`src/rtl/alu_pkg.sv`:
```
// alu_pkg: ALU control codes, RV32I opcode fields and issue FSM states
package alu_pkg;
  localparam logic [3:0] ALU_ADD = 4'b0010;
  localparam logic [3:0] ALU_SUB = 4'b0110;
  localparam logic [3:0] ALU_NOP = 4'b0000;
  localparam logic [6:0] OP_RTYPE = 7'b0110011;
  localparam logic [6:0] OP_ITYPE = 7'b0010011;
  localparam logic [6:0] F7_SUB = 7'b0100000;
  typedef enum logic [1:0] {IDLE, EXEC, HOLD} state_e;
endpackage

```
`src/rtl/alu_decode.sv`:
```
// alu_decode: combinational RV32I ADD/SUB/ADDI decode into ALU control and immediate
module alu_decode
  import alu_pkg::*;
#(
  parameter int XLEN = 32
) (
  input  logic [31:0]     instr_i,
  output logic [3:0]      alu_ctrl_o,
  output logic            use_imm_o,
  output logic [XLEN-1:0] imm_o,
  output logic            illegal_o
);
  logic [6:0] op;
  logic [2:0] f3;
  logic [6:0] f7;
  logic r_add, r_sub, i_add;
  logic unused_fields;
  assign op = instr_i[6:0];
  assign f3 = instr_i[14:12];
  assign f7 = instr_i[31:25];
  assign unused_fields = ^{instr_i[19:15], instr_i[11:7]};
  assign r_add = op == OP_RTYPE && f3 == 3'b000 && f7 == 7'b0000000;
  assign r_sub = op == OP_RTYPE && f3 == 3'b000 && f7 == F7_SUB;
  assign i_add = op == OP_ITYPE && f3 == 3'b000;
  assign alu_ctrl_o = r_sub ? ALU_SUB : (r_add || i_add) ? ALU_ADD : ALU_NOP;
  assign use_imm_o = i_add;
  assign imm_o = {{(XLEN-12){instr_i[31]}}, instr_i[31:20]};
  assign illegal_o = !(r_add || r_sub || i_add);
endmodule

```
`src/rtl/alu_issue.sv`:
```
// alu_issue: execute-stage front end; registers ALU operands/control, captures the
// result one cycle later and presents it to writeback with a valid/ready handshake.
module alu_issue
  import alu_pkg::*;
#(
  parameter int XLEN = 32,
  parameter int RD_W = 5
) (
  input  logic            clk,
  input  logic            rst,
  input  logic            in_valid,
  output logic            in_ready,
  input  logic [31:0]     instr,
  input  logic [XLEN-1:0] rs1_data,
  input  logic [XLEN-1:0] rs2_data,
  output logic [XLEN-1:0] alu_a,
  output logic [XLEN-1:0] alu_b,
  output logic [3:0]      alu_ctrl,
  input  logic [XLEN-1:0] alu_result,
  output logic            out_valid,
  input  logic            out_ready,
  output logic [XLEN-1:0] out_result,
  output logic [RD_W-1:0] out_rd,
  output logic            out_illegal
);
  state_e state_q;
  logic [XLEN-1:0] a_q, b_q, res_q;
  logic [3:0] ctrl_q;
  logic [RD_W-1:0] rd_q, out_rd_q;
  logic ill_q, out_ill_q, out_valid_q;
  logic [3:0] dec_ctrl;
  logic dec_use_imm, dec_illegal, accept;
  logic [XLEN-1:0] dec_imm;
  alu_decode #(.XLEN(XLEN)) u_decode (
    .instr_i   (instr),
    .alu_ctrl_o(dec_ctrl),
    .use_imm_o (dec_use_imm),
    .imm_o     (dec_imm),
    .illegal_o (dec_illegal)
  );
  assign in_ready = state_q == IDLE || (state_q == HOLD && out_ready);
  assign accept = in_valid && in_ready;
  always_ff @(posedge clk) begin
    if (rst) begin
      state_q <= IDLE;
      a_q <= '0;
      b_q <= '0;
      ctrl_q <= ALU_NOP;
      rd_q <= '0;
      ill_q <= 1'b0;
      res_q <= '0;
      out_rd_q <= '0;
      out_ill_q <= 1'b0;
      out_valid_q <= 1'b0;
    end else begin
      unique case (state_q)
        IDLE: state_q <= in_valid ? EXEC : IDLE;
        EXEC: begin
          res_q <= ill_q ? '0 : alu_result;
          out_rd_q <= rd_q;
          out_ill_q <= ill_q;
          out_valid_q <= 1'b1;
          state_q <= HOLD;
        end
        HOLD: if (out_ready) begin
          out_valid_q <= 1'b0;
          state_q <= in_valid ? EXEC : IDLE;
        end
        default: state_q <= IDLE;
      endcase
      // Illegal encodings drive a zeroed NOP into the ALU
      if (accept) begin
        a_q <= dec_illegal ? '0 : rs1_data;
        b_q <= dec_illegal ? '0 : dec_use_imm ? dec_imm : rs2_data;
        ctrl_q <= dec_ctrl;
        rd_q <= instr[11:7];
        ill_q <= dec_illegal;
      end
    end
  end
  assign alu_a = a_q;
  assign alu_b = b_q;
  assign alu_ctrl = ctrl_q;
  assign out_valid = out_valid_q;
  assign out_result = res_q;
  assign out_rd = out_rd_q;
  assign out_illegal = out_ill_q;
endmodule

```
`config.mk`:
```
export PLATFORM = sky130hd
export DESIGN_NAME = alu_issue
export DESIGN_NICKNAME = d
export VERILOG_FILES = /design/src/rtl/alu_pkg.sv /design/src/rtl/alu_decode.sv /design/src/rtl/alu_issue.sv
export SDC_FILE = /design/constraint.sdc
export NUM_CORES = 1
export LEC_CHECK = 0
export BUFFER_PORTS_ARGS = -buffer_cell sky130_fd_sc_hd__buf_2
export CORE_MARGIN = 2
export CORE_UTILIZATION = 30
export DETAILED_ROUTE_END_ITERATION = 10
export GPL_ROUTABILITY_DRIVEN = 0
export SLEW_MARGIN = 25
export SYNTH_ARGS = -nofsm -noshare
export SYNTH_HDL_FRONTEND = slang
export SYNTH_SLANG_ARGS = --single-unit
```
`constraint.sdc`:
```
create_clock -name clk -period 2.5 [get_ports clk]
set_input_delay 0.5 -clock clk [delete_from_list [all_inputs] [get_ports clk]]
set_output_delay 0.5 -clock clk [all_outputs]
set_load 0.02 [all_outputs]
```
Word-level counts from Yosys, hierarchy flattened
Index checks and enable logic that the tools add are counted.

word-level totals
  register bits = 115
  logic and storage cells = 43

operators by class
  eq/ne operators = 6
  multiplexer cells = 11
  reductions and logical operators = 16

operators by type and width
  kind                number
  $mux 32             4
  $eq 7x6->1 const B  2
  $eq 7x5->1 const B  1
  $logic_not 7->1     1
  $logic_and 1x1->1   6
  $pmux 2 s3          1
  $logic_or 1x1->1    4
  $mux 2              2
  $mux 4              1
  $logic_not 3->1     1
  $eq 2x1->1 const B  1
  $eq 2x2->1 const B  1
  $logic_not 2->1     1
  $mux 1              2
  $ne 2x2->1 const B  1
  $pmux 1 s2          1
  $reduce_and 2->1    1
  $reduce_bool 2->1   1
  $logic_not 1->1     1

Logic depth before layout (Yosys ltp)
Gate-level depths: netlist (run 1).

  word-level depth = 6
  mapped depth = 6
  mapped depth without buffers = 4

Modules after synthesis
A second synthesis (run 1) with hierarchy kept.

second synthesis, totals
  cells, all modules = 533
  area, all modules = 4917.2 um^2

modules (own cells, without submodules)
  module      instances  cells each  area each (um^2)  seq. area each (um^2)
  alu_issue   1          486         4581.9            2302.2
  alu_decode  1          47          335.3             0.0

Least setup slack after synthesis (run 1)
No wires, ideal clock.

  kind = input-to-reg
  from = input instr[27]
  to = register b_q[11] (netlist: alu_b[11])
  library setup time = 0.068 ns
  arrival = 1.883 ns
  slack = 0.549 ns
  stages on the path = 6
  cells stage by stage = nor4b_1 -> a21boi_1 -> or4_1 -> buf_2 -> buf_6 -> o2bb2ai_2

between the ends
  longest elaborated chain between the ends = 5
  elaborated cells on any way between the ends = 7
  classes of those cells = 1 x eq/ne; 1 x mux; 5 x reduce/logical

ends and longest elaborated chain
  element                                               line                                text
  start, declared                                       alu_issue.sv:13                     input logic [31:0] instr,
  $eq 7x6->1 / $logic_not 7->1 (equally long branches)  alu_decode.sv:23, alu_decode.sv:22
  $logic_and 1x1->1, on equally long branches           alu_decode.sv:23, alu_decode.sv:22
  $logic_or 1x1->1 * (2 in a row)                       alu_decode.sv:28                    assign illegal_o = !(r_add || r_sub || i_add);
  $mux 32 *                                             alu_issue.sv:74                     b_q <= dec_illegal ? '0 : dec_use_imm ? dec_imm : rs2_data;
  end signal, assigned                                  alu_issue.sv:74
  end, declared                                         alu_issue.sv:27                     logic [XLEN-1:0] a_q, b_q, res_q;

Every way passes the cells marked *; elsewhere a longest branch is shown, timed or not.
A chain may end at the register's enable or synchronous reset.

Worst setup path after layout (run 1)
  from = register state_q[1]
  to = register b_q[27] (netlist: alu_b[27])

between the ends
  longest elaborated chain between the ends = 4
  elaborated cells on any way between the ends = 5
  classes of those cells = 1 x eq/ne; 4 x reduce/logical

ends and longest elaborated chain
  element                 line             text
  start, declared         alu_issue.sv:26  state_e state_q;
  start signal, assigned  alu_issue.sv:57  IDLE: state_q <= in_valid ? EXEC : IDLE;
  start signal, assigned  alu_issue.sv:67  state_q <= in_valid ? EXEC : IDLE;
  $eq 2x2->1              alu_issue.sv:41  assign in_ready = state_q == IDLE || (state_q == HOLD && out_ready);
  $logic_and 1x1->1       alu_issue.sv:41
  $logic_or 1x1->1 *      alu_issue.sv:41
  $logic_and 1x1->1 *     alu_issue.sv:42  assign accept = in_valid && in_ready;

Marked as above.

==> results of run 1 <==
[kinds of logic after synthesis]
group / after synthesis / synth area share
and+or+nand+nor: 114 / 0.145
DFF: 113 / 0.516
AOI/OAI and AO/OA: 111 / 0.223
buffers and inverters: 39 / 0.0422
muxes: 32 / 0.0730
other: 1 / 0.000855
[cell type report]
| class | instances | share of cell area |
|---|---|---|
| Antenna cell | 1 | 0.000396 |
| Clock buffer | 21 | 0.0728 |
| Clock inverter | 11 | 0.0140 |
| Multi-Input combinational cell | 259 | 0.310 |
| Sequential cell | 113 | 0.358 |
| Tap cell | 184 | 0.0364 |
| Timing Repair Buffer | 246 | 0.208 |
[flip-flops by register name (all words and copies together), names as in the netlist]
register	cells
alu_a	32
alu_b	32
alu_ctrl	2
ill_q	1
out_illegal	1
out_rd	5
out_result	32
out_valid	1
rd_q	5
state_q	2
[synthesized netlist by cell type, drive strengths merged]
cell,instances,area share
nor3,4,0.0046
mux2i,32,0.073
a21oi,45,0.051
nand3b,34,0.058
or3,1,0.0014
conb,1,0.00086
nand2b,1,0.0014
nand2,56,0.048
o2bb2ai,32,0.11
and4b,1,0.0023
nor2b,3,0.0060
nor4,1,0.0029
a21boi,1,0.0017
a22o,32,0.064
nor4bb,1,0.0023
nand3,2,0.0023
or3b,2,0.0046
or4,1,0.0017
o21ai,1,0.0011
buf,14,0.021
dfxtp,113,0.52
clkbuf,25,0.021
nor2,5,0.0043
nor4b,1,0.0020
nor3b,1,0.0029
[stage by stage]
| stage | std cells | cell area (um^2) |
|---|---|---|
| detailed placement | 802 | 5770 |
| CTS | 834 | 6320 |
| global route | 835 | 6320 |
| global placement | 802 | 5770 |
| finish | 835 | 6320 |
| floorplan | 411 | 4390 |
[report_power, final]
group	internal (uW)	total, uW	switching, uW
Sequential	1840	1860	27.2
Clock	1400	2200	800
Combinational	158	356	197
Total	3400	4420	1020
[layer usage]
metal  wire [um]  share of wire  vias up  global-route usage
met5           0              0        -                   0
met4         204          0.017        0              0.0464
met3         883          0.074       16              0.0644
met2        5650           0.48      143               0.245
met1        5140           0.43     1851               0.187
li1            -              -     1942                   -
[worst min path at each step]
stage | from | end | depth (start not counted)
5_1_grt | rs1_data[22] | alu_a[22] | 2
6_report | rs1_data[3] | alu_a[3] | 2
4_1_cts | rs1_data[18] | alu_a[18] | 2
3_5_place_dp | out_result[31] | out_result[31] | 2
2_1_floorplan | rd_q[0] | out_rd[0] | 2
3_3_place_gp | out_result[22] | out_result[22] | 2
==> out/metrics.json, run 1 <==
{
  "outcome": {"value": "finished clean"},
  "finalSetupViolCount": {"value": 0},
  "type_of_the_worst_setup_path": {"value": "flop to flop"},
  "synth_seq_area_share": {"value": 0.516},
  "critPathLaunchType": {"value": "flop"},
  "reg2reg_setup_slack": {"value": 0.50, "unit": "ns"},
  "crit_buf_inv": {"value": 1},
  "drt_drc_violations_left": {"value": 0},
  "post_drt_wl_per_cell": {"value": 14.2, "unit": "um"},
  "critical-path-top-delay-family": {"value": "simple AND/OR/NAND/NOR gates"},
  "detail_route.first_pass.iterations": {"value": 6},
  "power-per-cell-area": {"value": 700, "unit": "nW/um^2"},
  "cts-buffers-inserted": {"value": 17},
  "num-fill-cells": {"value": 1400},
  "multi_input_gate_area": {"value": 1960, "unit": "um^2"},
  "slowest_delay": {"value": 0.69, "unit": "ns"},
  "pin_count": {"value": 240},
  "portBuffers": {"value": 232},
  "dr.first_iter.drc_count": {"value": 131},
  "cells_along_the_critical_path": {"value": "nor2b_4 -> or3b_4 -> or4_2 -> buf_12 -> o2bb2ai_2"},
  "p_leak": {"value": 0.00283, "unit": "uW"},
  "unrepaired_setup_endpoints_after_global_routing": {"value": "no"},
  "synth-seq-cells": {"value": 113},
  "synth-warning-count": {"value": 0},
  "row_count": {"value": 44},
  "ff_latch_area": {"value": 2260, "unit": "um^2"},
  "max_cap_violations": {"value": 0},
  "timing.reg2reg.worst_path_depth": {"value": 5},
  "syn-instance-count": {"value": 410},
  "grt_remaining_overflow": {"value": 0},
  "worstSetupStartpoint": {"value": "state_q[1]"},
  "core_region_area": {"value": 14400, "unit": "um^2"},
  "min_period": {"value": 2.00, "unit": "ns"},
  "synth.distinct_cells": {"value": 31},
  "timing.critical_path.depth": {"value": 5},
  "dieHeight": {"value": 125, "unit": "um"},
  "antenna_left": {"value": 0},
  "via_count": {"value": 3952},
  "post-cts-setup-buffer-count": {"value": 0},
  "skew": {"value": 0.00495, "unit": "ns"},
  "final.hold.worst_slack": {"value": 0.306, "unit": "ns"},
  "detail_route.vias_per_cell": {"value": 4.73},
  "r2r_end": {"value": "alu_b[27]"},
  "worst-slew-pin-transition": {"value": 0.920, "unit": "ns"},
  "cts_repair_resize_count": {"value": 0},
  "worst_ep_arrival_time": {"value": 2.33, "unit": "ns"},
  "critical_path.endpoint_type": {"value": "flop"},
  "die_area": {"value": 15600, "unit": "um^2"},
  "grt_first_pass_wirelength": {"value": 19400, "unit": "um"},
  "grt_util_all_layers": {"value": 0.153},
  "cp_data_required_time": {"value": 2.83, "unit": "ns"},
  "layout-drive-gt1-share": {"value": 0.483},
  "critical_path.slowest_cell": {"value": "or4_2"},
  "timing.rr.start": {"value": "state_q[1]"},
  "peak_supply_drop": {"value": 0.000415, "unit": "V"},
  "synthesis.area_per_instance": {"value": 10.7, "unit": "um^2"},
  "tritoncts_clock_tree": {"value": "built"},
  "endpoint": {"value": "alu_b[27]"},
  "floorplan.die.width": {"value": 125, "unit": "um"},
  "slew_headroom": {"value": 0.386},
  "post-route-util": {"value": 0.438},
  "clock_transition_at_path_regs": {"value": 0.05, "unit": "ns"},
  "grt_max_degree": {"value": 45},
  "detail_route.wirelength": {"value": 11900, "unit": "um"},
  "final.setup.worst_slack": {"value": 0.499, "unit": "ns"},
  "finalHoldViolCount": {"value": 0},
  "final_cell_mix": {"value": "buf_2 (232), dfxtp_1 (113), nand2_1 (56)"},
  "setup_ws_pre_cts": {"value": 0.103, "unit": "ns"},
  "vias_in_the_first_global_route": {"value": 3901},
  "clkLatencyLatePin": {"value": 0.40, "unit": "ns"},
  "cp_max_fo": {"value": 33},
  "netlist_area": {"value": 4390, "unit": "um^2"},
  "clock_tree.root_cell": {"value": "clkbuf_16"},
  "max_clock_freq": {"value": 500, "unit": "MHz"},
  "min_path_type": {"value": "primary input to flop"},
  "area_growth": {"value": 44.2, "unit": "%"},
  "post_cts_hold_buffer_count": {"value": 0},
  "total_negative_slack_for_setup_checks": {"value": 0, "unit": "ns"},
  "layout_commonest_cell": {"value": "buf_2"},
  "final_min_period_over_clock_period": {"value": 0.801},
  "net_count_reported_at_finish": {"value": 769},
  "clock_tree.buffer_depth": {"value": 2},
  "clock-sinks": {"value": 113},
  "cts-htree-levels": {"value": 4},
  "place.detailed.hpwl": {"value": 8370, "unit": "um"},
  "floorplan.initialDensity": {"value": 0.304},
  "antenna_violations_before_repair": {"value": 1},
  "slew_violations": {"value": 0},
  "finalPower": {"value": 4420, "unit": "uW"}
}
Power figures use the tool's default switching activity.
==> run 2, diff against run 1 <==
clock period = 2.1 ns   (was 2.5 ns; I/O delays follow)
==> run 2 against run 1 <==
Effect of this change:
- first-iteration DRC count grew 44%
- total power is 25% higher
- routed wire length fell by 1.2%
- register-to-register slack worse by 0.35 ns
- flip-flop and latch count is the same
- via count down 1.1%
- utilization rose by 0.44 points
- critical endpoint is now alu_b[31]
- clock-buffer cell count is the same
- sequential power up 19%
- worst setup slack got worse by 0.35 ns
- non-clock buffer count grew 3
- global-route usage decreased by 0.10 points
==> out/metrics.json, run 2 (same netlist as run 1, synthesis figures left out) <==
{
  "floorplan.die.width": {"value": 125, "unit": "um", "change": "unchanged"},
  "dr.first_iter.drc_count": {"value": 189, "change": "was 131"},
  "place.detailed.hpwl": {"value": 8240, "unit": "um", "change": "was 8370 um"},
  "post_cts_hold_buffer_count": {"value": 0, "change": "unchanged"},
  "detail_route.first_pass.iterations": {"value": 4, "change": "was 6"},
  "min_period": {"value": 1.95, "unit": "ns", "change": "was 2.00 ns"},
  "p_leak": {"value": 0.00286, "unit": "uW", "change": "was 0.00283 uW"},
  "multi_input_gate_area": {"value": 1960, "unit": "um^2", "change": "unchanged"},
  "drt_drc_violations_left": {"value": 0, "change": "unchanged"},
  "row_count": {"value": 44, "change": "unchanged"},
  "dieHeight": {"value": 125, "unit": "um", "change": "unchanged"},
  "layout_commonest_cell": {"value": "buf_2", "change": "unchanged"},
  "num-fill-cells": {"value": 1404, "change": "was 1400"},
  "skew": {"value": 0.00909, "unit": "ns", "change": "was 0.00495 ns"},
  "critical_path.endpoint_type": {"value": "flop", "change": "unchanged"},
  "cts-buffers-inserted": {"value": 17, "change": "unchanged"},
  "power-per-cell-area": {"value": 867, "unit": "nW/um^2", "change": "was 700 nW/um^2"},
  "cts_repair_resize_count": {"value": 0, "change": "unchanged"},
  "min_path_type": {"value": "primary input to flop", "change": "unchanged"},
  "via_count": {"value": 3909, "change": "was 3952"},
  "layout.cell_area.non_filler": {"value": 6390, "unit": "um^2", "change": "was 6320 um^2"},
  "stdcell_count": {"value": 837, "change": "was 835"},
  "grt_remaining_overflow": {"value": 0, "change": "unchanged"},
  "floorplan.initialDensity": {"value": 0.304, "change": "unchanged"},
  "area_growth": {"value": 45.6, "unit": "%", "change": "was 44.2%"},
  "post-cts-setup-buffer-count": {"value": 0, "change": "unchanged"},
  "cts-htree-levels": {"value": 4, "change": "unchanged"},
  "critical-path-top-delay-family": {"value": "simple AND/OR/NAND/NOR gates", "change": "unchanged"},
  "max_cap_violations": {"value": 0, "change": "unchanged"},
  "net_count_reported_at_finish": {"value": 772, "change": "was 769"},
  "vias_in_the_first_global_route": {"value": 3947, "change": "was 3901"},
  "antenna_cells": {"value": 0, "change": "was 1"},
  "critPathLaunchType": {"value": "flop", "change": "unchanged"},
  "critical_path.slowest_cell": {"value": "or4_2", "change": "unchanged"},
  "tritoncts_clock_tree": {"value": "built", "change": "unchanged"},
  "grt_first_pass_wirelength": {"value": 19300, "unit": "um", "change": "was 19400 um"},
  "pin_count": {"value": 240, "change": "unchanged"},
  "finalPower": {"value": 5540, "unit": "uW", "change": "was 4420 uW"},
  "cells_along_the_critical_path": {"value": "nor2b_4 -> or3b_4 -> or4_2 -> buf_12 -> o2bb2ai_1", "change": "was nor2b_4 -> or3b_4 -> or4_2 -> buf_12 -> o2bb2ai_2"},
  "die_area": {"value": 15600, "unit": "um^2", "change": "unchanged"},
  "antenna_left": {"value": 0, "change": "unchanged"},
  "cp_max_fo": {"value": 33, "change": "unchanged"},
  "antenna_violations_before_repair": {"value": 0, "change": "was 1"},
  "ff_latch_area": {"value": 2260, "unit": "um^2", "change": "unchanged"},
  "clock_tree.buffer_depth": {"value": 2, "change": "unchanged"},
  "unrepaired_setup_endpoints_after_global_routing": {"value": "no", "change": "unchanged"},
  "max_clock_freq": {"value": 512, "unit": "MHz", "change": "was 500 MHz"},
  "slew_violations": {"value": 0, "change": "unchanged"},
  "detail_route.vias_per_cell": {"value": 4.67, "change": "was 4.73"},
  "slowest_delay": {"value": 0.69, "unit": "ns", "change": "about the same"},
  "worst_ep_arrival_time": {"value": 2.28, "unit": "ns", "change": "was 2.33 ns"},
  "post_drt_wl_per_cell": {"value": 14.0, "unit": "um", "change": "was 14.2 um"},
  "worst-slew-pin-transition": {"value": 0.937, "unit": "ns", "change": "was 0.920 ns"},
  "grt_max_degree": {"value": 48, "change": "was 45"},
  "outcome": {"value": "finished clean", "change": "unchanged"},
  "cp_data_required_time": {"value": 2.43, "unit": "ns", "change": "was 2.83 ns"},
  "clkLatencyLatePin": {"value": 0.41, "unit": "ns", "change": "was 0.40 ns"},
  "finalHoldViolCount": {"value": 0, "change": "unchanged"},
  "setup_ws_pre_cts": {"value": -0.0934, "unit": "ns", "change": "was 0.103 ns"},
  "core_region_area": {"value": 14400, "unit": "um^2", "change": "unchanged"},
  "layout-drive-gt1-share": {"value": 0.487, "change": "was 0.483"},
  "portBuffers": {"value": 232, "change": "unchanged"},
  "finalSetupViolCount": {"value": 0, "change": "unchanged"},
  "slew_headroom": {"value": 0.375, "change": "was 0.386"},
  "detail_route.wirelength": {"value": 11700, "unit": "um", "change": "was 11900 um"},
  "type_of_the_worst_setup_path": {"value": "flop to flop", "change": "unchanged"},
  "final_cell_mix": {"value": "buf_2 (232), dfxtp_1 (113), nand2_1 (56)", "change": "unchanged"},
  "placedCellCount": {"value": 805, "change": "was 802"},
  "final.setup.worst_slack": {"value": 0.149, "unit": "ns", "change": "was 0.499 ns"},
  "clock_tree.root_cell": {"value": "clkbuf_16", "change": "unchanged"},
  "clock_transition_at_path_regs": {"value": 0.05, "unit": "ns", "change": "about the same"},
  "final_min_period_over_clock_period": {"value": 0.929, "change": "was 0.801"},
  "clock-sinks": {"value": 113, "change": "unchanged"},
  "crit_buf_inv": {"value": 1, "change": "unchanged"},
  "grt_util_all_layers": {"value": 0.152, "change": "was 0.153"},
  "peak_supply_drop": {"value": 0.000561, "unit": "V", "change": "was 0.000415 V"},
  "placement.cell_area": {"value": 5780, "unit": "um^2", "change": "was 5770 um^2"}
}
run 2: changes by cell type in the layout (fill, tap and decap cells not counted), sizes merged:
| cell | before | now |
|---|---|---|
| diode | 1 | 0 |
| buf | 246 | 249 |
| clkinv | 8 | 6 |
| bufinv | 1 | 3 |
run 2: layer usage:
layer	wire, um	global-route usage	vias to the layer above
met4	180	0.0510	0
met5	0	0	-
li1	-	-	1941
met1	5180	0.187	1797
met2	5460	0.245	154
met3	908	0.0580	17
run 2: area by class of cell:
cell class | count | share of cell area
Multi-Input combinational cell | 259 | 0.307
Clock buffer | 21 | 0.0737
Sequential cell | 113 | 0.354
Clock inverter | 11 | 0.0212
Timing Repair Buffer | 249 | 0.208
Tap cell | 184 | 0.0360
run 2: path summary, 6_finish.rpt:
check            startpoint              to  slack (ns)  cells past startpoint
min reg2reg  out_result[26]  out_result[26]        0.45                      2
max              state_q[1]       alu_b[31]        0.15                      5
min            rs1_data[21]       alu_a[21]        0.22                      2
max reg2reg      state_q[1]       alu_b[31]        0.15                      5
run 2: per-stage QoR:
stage	hold WS [ns]	utilization	TNS, ns
floorplan	0.432	-	0
global placement	0.435	0.401	-2.45
detailed placement	0.441	0.401	-2.51
CTS	0.204	0.443	0
global route	0.208	0.443	0
finish	0.225	0.443	0
run 2: where the power goes:
part | switching (uW) | total [uW] | internal (uW)
sequential | 30.6 | 2220 | 2190
clock | 954 | 2900 | 1940
combinational | 237 | 424 | 187
==> run 3, diff against run 2 <==
SETUP_SLACK_MARGIN = 0.15   (was unset)
==> run 3 against run 2 <==
Effect of this change:
- non-clock buffer count rose by 1
- flip-flop and latch count unchanged
- highest routed layer unchanged
- final cell count grew 0.12%
- maximum frequency is 3.8% higher
- critical path depth unchanged
- clock-buffer cell count stayed put
- critical path type unchanged
==> out/metrics.json, run 3 (same netlist as run 1, synthesis figures left out) <==
{
  "timing.rr.start": {"value": "state_q[1]", "change": "unchanged"},
  "dr.first_iter.drc_count": {"value": 188, "change": "was 189"},
  "critical_path.slowest_cell": {"value": "or4_4", "change": "was or4_2"},
  "slew_violations": {"value": 0, "change": "unchanged"},
  "antenna_cells": {"value": 0, "change": "unchanged"},
  "vias_in_the_first_global_route": {"value": 3976, "change": "was 3947"},
  "cts-buffers-inserted": {"value": 17, "change": "unchanged"},
  "drt_drc_violations_left": {"value": 0, "change": "unchanged"},
  "post-cts-setup-buffer-count": {"value": 0, "change": "unchanged"},
  "floorplan.initialDensity": {"value": 0.304, "change": "unchanged"},
  "grt_remaining_overflow": {"value": 0, "change": "unchanged"},
  "critPathLaunchType": {"value": "flop", "change": "unchanged"},
  "cells_along_the_critical_path": {"value": "nor2b_4 -> or3b_4 -> or4_4 -> bufbuf_16 -> o2bb2ai_2", "change": "was nor2b_4 -> or3b_4 -> or4_2 -> buf_12 -> o2bb2ai_1"},
  "critical_path.endpoint_type": {"value": "flop", "change": "unchanged"},
  "setup_ws_pre_cts": {"value": -0.0934, "unit": "ns", "change": "unchanged"},
  "reg2reg_setup_slack": {"value": 0.22, "unit": "ns", "change": "was 0.15 ns"},
  "tritoncts_clock_tree": {"value": "built", "change": "unchanged"},
  "crit_buf_inv": {"value": 1, "change": "unchanged"},
  "top_signal_layer_used": {"value": "met4", "change": "unchanged"},
  "worst-slew-pin-transition": {"value": 0.936, "unit": "ns", "change": "was 0.937 ns"},
  "worst_ep_arrival_time": {"value": 2.22, "unit": "ns", "change": "was 2.28 ns"},
  "slew_headroom": {"value": 0.375, "change": "about the same"},
  "layout-drive-gt1-share": {"value": 0.488, "change": "was 0.487"},
  "portBuffers": {"value": 232, "change": "unchanged"},
  "cts-htree-levels": {"value": 4, "change": "unchanged"},
  "p_leak": {"value": 0.00289, "unit": "uW", "change": "was 0.00286 uW"},
  "power-per-cell-area": {"value": 862, "unit": "nW/um^2", "change": "was 867 nW/um^2"},
  "hold_worst_path_end": {"value": "alu_a[21]", "change": "unchanged"},
  "total_negative_slack_for_setup_checks": {"value": 0, "unit": "ns", "change": "unchanged"},
  "critical-path-top-delay-family": {"value": "simple AND/OR/NAND/NOR gates", "change": "unchanged"},
  "outcome": {"value": "finished clean", "change": "unchanged"},
  "final.setup.worst_slack": {"value": 0.220, "unit": "ns", "change": "was 0.149 ns"},
  "skew": {"value": 0.00848, "unit": "ns", "change": "was 0.00909 ns"},
  "grt_max_degree": {"value": 48, "change": "unchanged"},
  "netSwitchingPower": {"value": 1220, "unit": "uW", "change": "about the same"},
  "min_delay_path_depth": {"value": 2, "change": "unchanged"},
  "core_region_area": {"value": 14400, "unit": "um^2", "change": "unchanged"},
  "min_period": {"value": 1.88, "unit": "ns", "change": "was 1.95 ns"},
  "p_sw_frac": {"value": 0.220, "change": "about the same"},
  "max_clock_freq": {"value": 532, "unit": "MHz", "change": "was 512 MHz"},
  "peak_supply_drop": {"value": 0.000559, "unit": "V", "change": "was 0.000561 V"},
  "detail_route.vias_per_cell": {"value": 4.66, "change": "was 4.67"},
  "place.detailed.hpwl": {"value": 8240, "unit": "um", "change": "unchanged"},
  "final_cell_mix": {"value": "buf_2 (232), dfxtp_1 (113), nand2_1 (56)", "change": "unchanged"},
  "antenna_violations_before_repair": {"value": 0, "change": "unchanged"},
  "die_area": {"value": 15600, "unit": "um^2", "change": "unchanged"},
  "grt_util_all_layers": {"value": 0.153, "change": "was 0.152"},
  "clock_tree.buffer_depth": {"value": 2, "change": "unchanged"},
  "post_drt_wl_per_cell": {"value": 14.1, "unit": "um", "change": "was 14.0 um"},
  "clkLatencyLatePin": {"value": 0.40, "unit": "ns", "change": "was 0.41 ns"},
  "pin_count": {"value": 240, "change": "unchanged"},
  "layout_commonest_cell": {"value": "buf_2", "change": "unchanged"},
  "area_growth": {"value": 46.4, "unit": "%", "change": "was 45.6%"},
  "dieHeight": {"value": 125, "unit": "um", "change": "unchanged"},
  "antenna_left": {"value": 0, "change": "unchanged"},
  "row_count": {"value": 44, "change": "unchanged"},
  "grt_first_pass_wirelength": {"value": 19500, "unit": "um", "change": "was 19300 um"},
  "clock_tree.root_cell": {"value": "clkbuf_16", "change": "unchanged"},
  "max_cap_violations": {"value": 0, "change": "unchanged"},
  "routed-wl-met3": {"value": 864, "unit": "um", "change": "was 908 um"},
  "r2r_end": {"value": "alu_b[17]", "change": "was alu_b[31]"},
  "power_frac_seq": {"value": 0.401, "change": "was 0.400"},
  "met1_length": {"value": 5340, "unit": "um", "change": "was 5180 um"},
  "clock_transition_at_path_regs": {"value": 0.05, "unit": "ns", "change": "about the same"},
  "finalHoldViolCount": {"value": 0, "change": "unchanged"},
  "detail_route.first_pass.iterations": {"value": 4, "change": "unchanged"},
  "finalSetupViolCount": {"value": 0, "change": "unchanged"},
  "unrepaired_setup_endpoints_after_global_routing": {"value": "no", "change": "unchanged"},
  "pwr-share-comb": {"value": 0.077, "change": "was 0.076"},
  "type_of_the_worst_setup_path": {"value": "flop to flop", "change": "unchanged"},
  "min_path_type": {"value": "primary input to flop", "change": "unchanged"},
  "floorplan.die.width": {"value": 125, "unit": "um", "change": "unchanged"},
  "internal-power": {"value": 4320, "unit": "uW", "change": "about the same"},
  "clock-sinks": {"value": 113, "change": "unchanged"},
  "num-fill-cells": {"value": 1401, "change": "was 1404"},
  "cp_max_fo": {"value": 16, "change": "was 33"},
  "timing.reg2reg.worst_path_depth": {"value": 5, "change": "unchanged"},
  "power_frac_clock": {"value": 0.523, "change": "about the same"},
  "routed-wl-met2": {"value": 5450, "unit": "um", "change": "was 5460 um"},
  "net_count_reported_at_finish": {"value": 773, "change": "was 772"},
  "cp_data_required_time": {"value": 2.44, "unit": "ns", "change": "was 2.43 ns"},
  "slowest_delay": {"value": 0.55, "unit": "ns", "change": "was 0.69 ns"},
  "via_count": {"value": 3908, "change": "was 3909"},
  "holdCritStartpoint": {"value": "rs1_data[21]", "change": "unchanged"},
  "final_min_period_over_clock_period": {"value": 0.895, "change": "was 0.929"},
  "detail_route.wirelength": {"value": 11800, "unit": "um", "change": "was 11700 um"}
}
run 3: routing by layer:
metal  vias to the layer above  GRT usage
li1                       1945          -
met1                      1800      0.189
met2                       146      0.249
met3                        17     0.0567
met4                         0     0.0510
met5                         -          0
run 3: area by class of cell:
cell class	instances	area (um^2)	area share
multi-input combinational	259	1970	0.306
clock inverter	11	135	0.0210
timing repair buffer	250	1360	0.212
tap	184	230	0.0358
clock buffer	21	470	0.0733
sequential	113	2260	0.352
run 3: how the worst max path moves through the flow:
stage / startpoint / cells after the start / to / slack (ns)
2_1_floorplan: instr[27] / 6 / alu_b[11] / 0.23
3_3_place_gp: instr[27] / 7 / alu_b[0] / -0.08
3_5_place_dp: instr[27] / 7 / alu_b[13] / -0.09
4_1_cts: state_q[1] / 5 / alu_b[8] / 0.21
5_1_grt: state_q[1] / 5 / alu_b[9] / 0.16
6_report: state_q[1] / 5 / alu_b[17] / 0.22
run 3: timing repair:
item	4_1_cts	5_1_grt
hold buffers	0	0
resized for setup	1	0
setup endpoints to repair	1	0
run 3: metrics by stage:
| stage | util | cells | cell area [um^2] | total power [uW] | hold WS, ns |
|---|---|---|---|---|---|
| detailed placement | 0.401 | 805 | 5780 | 2690 | 0.441 |
| finish | 0.445 | 838 | 6420 | 5540 | 0.225 |
| global placement | 0.401 | 805 | 5780 | 2680 | 0.435 |
| floorplan | - | 411 | 4390 | 2480 | 0.432 |
| CTS | 0.445 | 838 | 6420 | 5600 | 0.204 |
| global route | 0.445 | 838 | 6420 | 5750 | 0.208 |
run 3: power groups by stage:
stage,clock [uW],combinational [uW],sequential [uW]
floorplan,0,188,2290
global placement,0,416,2260
detailed placement,0,427,2260
CTS,2960,428,2220
global route,3070,464,2220
finish,2890,424,2220
